### config.mk
export PLATFORM = sky130hd
export DESIGN_NAME = fetch_unit
export DESIGN_NICKNAME = d
export VERILOG_FILES = /design/src/rtl/fetch_unit.sv
export SDC_FILE = /design/constraint.sdc
export NUM_CORES = 1
export LEC_CHECK = 0
export BUFFER_PORTS_ARGS = -buffer_cell sky130_fd_sc_hd__buf_2
export CAP_MARGIN = 20
export CORE_ASPECT_RATIO = 0.5
export CORE_MARGIN = 2
export CORE_UTILIZATION = 51
export DETAILED_ROUTE_END_ITERATION = 12
export PLACE_DENSITY = 0.79
export SETUP_SLACK_MARGIN = 0.3
export SYNTH_ARGS = -nofsm -noshare
export SYNTH_HDL_FRONTEND = slang
export SYNTH_SLANG_ARGS = --single-unit
### constraint.sdc
create_clock -name clock -period 4.6 [get_ports clock]
set_input_delay 0 -clock clock [delete_from_list [all_inputs] [get_ports clock]]
set_output_delay 0 -clock clock [all_outputs]
set_load 0.01 [all_outputs]
### src/rtl/fetch_unit.sv
// Instruction fetch unit: issues one outstanding fetch at a time, holds the returned
// instruction for decode and advances the PC sequentially or by an aligned redirect.
module fetch_unit #(
    parameter logic [31:0] RESET_PC  = 32'h0000_0000,
    parameter logic [31:0] NOP_INSTR = 32'h0000_0013
) (
    input  logic        clock,
    input  logic        reset,
    output logic        imem_req_valid,
    input  logic        imem_req_ready,
    output logic [31:0] imem_req_addr,
    input  logic        imem_resp_valid,
    input  logic [31:0] imem_resp_data,
    output logic        instr_valid,
    input  logic        instr_ready,
    output logic [31:0] instr,
    output logic [31:0] instr_pc,
    input  logic        redirect_valid,
    input  logic [31:0] redirect_target,
    output logic        misaligned_fault,
    output logic [31:0] fetch_count
);

    typedef enum logic [2:0] {StIdle, StReq, StWait, StHold, StFault} state_e;

    state_e      state_q, state_d;
    logic [31:0] pc_q, pc_d;
    logic [31:0] instr_q, instr_d;
    logic [31:0] instr_pc_q, instr_pc_d;
    logic [31:0] count_q, count_d;
    logic        fault_q, fault_d;

    always_ff @(posedge clock or posedge reset) begin
        if (reset) begin
            state_q    <= StIdle;
            pc_q       <= RESET_PC;
            instr_q    <= NOP_INSTR;
            instr_pc_q <= RESET_PC;
            count_q    <= 32'h0;
            fault_q    <= 1'b0;
        end else begin
            state_q    <= state_d;
            pc_q       <= pc_d;
            instr_q    <= instr_d;
            instr_pc_q <= instr_pc_d;
            count_q    <= count_d;
            fault_q    <= fault_d;
        end
    end

    always_comb begin
        state_d    = state_q;
        pc_d       = pc_q;
        instr_d    = instr_q;
        instr_pc_d = instr_pc_q;
        count_d    = count_q;
        fault_d    = fault_q;
        case (state_q)
            StIdle: state_d = StReq;
            // Responses seen here belong to an abandoned request and are dropped.
            StReq: begin
                if (imem_req_ready) state_d = StWait;
            end
            StWait: begin
                if (imem_resp_valid) begin
                    instr_d    = imem_resp_data;
                    instr_pc_d = pc_q;
                    state_d    = StHold;
                end
            end
            StHold: begin
                if (instr_ready) begin
                    count_d = count_q + 32'd1;
                    state_d = StReq;
                    if (!redirect_valid) begin
                        pc_d = pc_q + 32'd4;
                    end else if (redirect_target[1:0] != 2'b00) begin
                        // PC is left untouched; the unit stays parked until reset.
                        state_d = StFault;
                        fault_d = 1'b1;
                    end else begin
                        pc_d = redirect_target;
                    end
                end
            end
            StFault: fault_d = 1'b1;
            default: state_d = StIdle;
        endcase
    end

    assign imem_req_valid   = (state_q == StReq);
    assign imem_req_addr    = pc_q;
    assign instr_valid      = (state_q == StHold);
    assign instr            = instr_valid ? instr_q : NOP_INSTR;
    assign instr_pc         = instr_pc_q;
    assign misaligned_fault = fault_q;
    assign fetch_count      = count_q;

endmodule

Word level (Yosys, flattened, before mapping)
Cells that the tools add are included.

Add/subtract/negate cells: 2. $mul: 0. Div/mod/pow operators: 0. Magnitude comparators: 0. Eq/ne operators: 10. Shift-type cells: 0. Multiplexer cells: 13. Bitwise gates (word level): 1. Reductions and logical operators: 8.

Operators with widths (number): $mux 32 (3); $add 32x1->32 const B (1); $add 32x3->32 const B (1); $mux 3 (5); $pmux 3 s5 (1); $ne 2x1->1 const B (4); $reduce_and 4->1 (2); $eq 3x2->1 const B (2); $ne 2x2->1 const B (2); $reduce_and 2->1 (2); $reduce_bool 2->1 (2); $eq 3x1->1 const B (1); $eq 3x3->1 const B (1); $logic_not 3->1 (1); $mux 1 (3); $reduce_and 3->1 (1); $pmux 1 s2 (1); $not 1->1 (1).

Flip-flop bits (word level): 132. Latch bits: 0. Bits in writable memories: 0. Bits in read-only memories: 0. Input port bits: 70. Word-level logic and storage cells: 40. Memories kept: 0.

Longest topological paths before layout
Word-level depth: 5. Depth in mapped cells: 9. Mapped depth without buffers: 6.

Worst setup path before layout
OpenSTA, ideal clock, no wires.

Path kind: reg2reg. From: register count_q[5], in the netlist fetch_count[5]. To: register count_q[30], in the netlist fetch_count[30]. Library setup time: 79 ps. Arrival: 1888 ps. Path slack: 2632 ps. Stages on the path, launching flop included: 7. Buffers on the path: 1. Path through: dfrtp_1 -> nand4_2 -> or4_4 -> or3_1 -> buf_6 -> nor3_4 -> xor2_1.

Word-level cells in the longest chain between the ends: 1.

RTL lines: start, declared (RTL line 30) `logic [31:0] count_q, count_d;`; start signal, assigned (RTL line 46) `count_q <= count_d;`; $add 32x1->32 (RTL line 73) `count_d = count_q + 32'd1;`.

Every way passes these cells. A chain may end at the register's enable or synchronous reset.

Worst setup path after layout
From: register state_q[2]. To: register pc_q[2], in the netlist imem_req_addr[2].

Word-level cells in the longest chain between the ends: 2.

RTL lines: start, declared (RTL line 26) `state_e state_q, state_d;`; start signal, assigned (RTL line 35) `state_q <= StIdle;`; start signal, assigned (RTL line 42) `state_q <= state_d;`; $eq 3x2->1 (RTL line 58) `case (state_q)`; $reduce_and 3->1 (no line); end signal, assigned (RTL line 43) `pc_q <= pc_d;`; end, declared (RTL line 27) `logic [31:0] pc_q, pc_d;`.

Every way passes these cells.

==> out/qor.csv <==
metric,value,unit
yosys_warnings,0,
fin_nets,893,
diodes,0,
gp_congestion,0.851,
port_buffers,200,
ys_async_sr_fraction,1.00,
crit_path_start_kind,register,
final_area,8660,um^2
required,4890,ps
critPathArrivalTime,2850,ps
cts.path.max_buffers,2,
fin_crit_sh,0.556,
fp-row-count,28,
drtIter0Drc,335,
cts_buffers,17,
grt_start_max_net_pins,85,
h-tree-depth,4,
hp-class,in -> reg,
yosysUniqueCellTypes,51,
hold_violations,0,
grt_pass1_vias,5358,
initial_utilization,0.525,
overflow,0,
io_pins,201,
drtAntennaViolNets,0,
avgSynthCellArea,11.1,um^2
rsz0062_at_grt,false,
powerDensity,547,nW/um^2
ys_ff_latch,132,
syn2layout_area_growth,39.3,%
leakagePower,0.00422,uW
wl_per_cell,17.0,um
ff2ff_setup_slack,2040,ps
core,11800,um^2
wl_met3,967,um
setup_viol,0,
synth_cells,562,
vias,5529,
synth_edf_count,0,
cts-resized-gates,0,
final_layout_size_suffix_gt1_frac,0.385,
routed_wl,17000,um
slew_headroom,0.493,
synthFlopType,dfrtp_1,
post-dp-hpwl,10500,um
syn_nets,634,
yosysSeqAreaShare,0.532,
ir_worst_vdd,0.291,mV
grt_usage,0.261,
setup_tns,0,ps
cp_max_fo,24,
die_y,82.1,um
firstDrtPassIters,7,
die_w,160,um
status,"complete, no violations",
clkSlewWorstSetupHoldPaths,60,ps
highest_layer,met4,
tritoncts,built,
cts_num_sinks,132,
grt_pass1_wl,26900,um
worstSkewPairLatency,410,ps
netlist_area,6210,um^2
layout_min_cycle_time,2560,ps
viasPerCell,5.53,
hold_ws,18.4,ps
drc,0,
antenna_found_initial,0,
crit_type,reg -> reg,
die_area,13100,um^2
drv_cap,0,
worst_pin_slew,759,ps
skew,10.5,ps
dr_wl_met2,8690,um
dpl_cell_area,7340,um^2
drt-met1-wl,6920,um
fmax,391,MHz
end_kind,register,
clock-root-buffer,clkbuf_16,
slew_viol_final,0,
power.total,4740,uW
## Yosys cell counts (all sizes together), types with 3 or more instances
cell    instances  area (um^2)
dfrtp         129         3230
mux2           65          732
nand2          38          143
and2           33          206
nor2           33          124
clkbuf         27          103
a21oi          26          130
nand3          25          125
o21ai          25          125
xnor2          21          184
nand4          16          128
mux2i          12          120
o22ai          12         75.1
nor3           11         66.3
and3           10         63.8
xor2           10         87.6
and4            7         62.6
inv             7         26.3
nand2b          6         37.5
buf             5         37.5
or2             5         31.3
nor4            4         25.0
a211oi          3         22.5
a221o           3         30.0
a31oi           3         18.8
dfstp           3         78.8
## per-stage QoR
| step | worst slack (ps) | cells | utilization |
|---|---|---|---|
| floorplan | 1080 | 562 | - |
| global placement | 2280 | 900 | 0.620 |
| detailed placement | 2170 | 900 | 0.620 |
| CTS | 2000 | 998 | 0.729 |
| global route | 1940 | 999 | 0.731 |
| finish | 2040 | 999 | 0.731 |
## cell usage in the layout, fill, tap and decap left out, types with 9 or more instances in the layout
master         count
and3_1             9
xor2_1            10
dlygate4sd3_1     66
clkbuf_16         18
a21oi_1           26
mux2i_1           12
nand2_1           38
o21ai_0           25
dfrtp_1          129
nand4_1           13
nor2_1            33
and2_1            33
o22ai_1           12
xnor2_1           21
mux2_2            65
nor3_1            10
nand3_1           25
buf_2            200
## power by group
group	switching [uW]	total, uW	leakage, uW	internal, uW
combinational	693	1410	0.00225	722
clock	530	1440	0.000304	912
sequential	343	1880	0.00167	1540
## flip-flops by register name, summed over array words and instances (netlist names)
signal / cells
misaligned_fault: 1
instr_pc: 32
state_q: 3
imem_req_addr: 32
fetch_count: 32
instr_q: 32
## routing by layer
layer / GRT usage / vias to the layer above
li1: - / 2544
met1: 0.318 / 2731
met2: 0.471 / 216
met3: 0.0525 / 38
met4: 0.103 / 0
met5: 0 / -
## cells by family after synthesis
kind of cell,after synthesis,share of synthesized area
and+or+nand+nor,197,0.175
muxes,77,0.137
AOI/OAI and AO/OA,84,0.0810
DFF,132,0.532
adders and majority gates,2,0.00403
buffers and inverters,39,0.0268
xor gates and xnor gates,31,0.0437
## final timing paths
kind                                     endpoint  cells after the start             start
worst max-delay path             imem_req_addr[2]                      5        state_q[2]
worst min-delay path                   state_q[1]                      4       instr_ready
worst max register to register   imem_req_addr[2]                      5        state_q[2]
worst min register to register   misaligned_fault                      1  misaligned_fault
max in group asynchronous       imem_req_addr[19]                      4             reset
min in group asynchronous         fetch_count[18]                      3             reset
## final cells by class
cell class                      count  area (um^2)
Tap cell                          165          206
Multi-Input combinational cell    391         2760
Clock buffer                       17          425
Timing Repair Buffer              272         1720
Sequential cell                   132         3310
Inverter                            7         31.3
Fill cell                         804         3190
Clock inverter                     15          206
## worst max-delay path, stage by stage, from the launching register on
cell and delay, ps:
dfrtp_1 470, and4b_2 510, nand2_1 520, nand2_1 210, o311ai_0 140, dlygate4sd3_1 600
## timing repair
| action | 4_1_cts | 5_1_grt |
|---|---|---|
| setup buffers | 0 | 0 |
| hold buffers | 66 | 0 |
| endpoints found under the hold margin | 143 | 0 |
(Power assumes the default switching activity.)
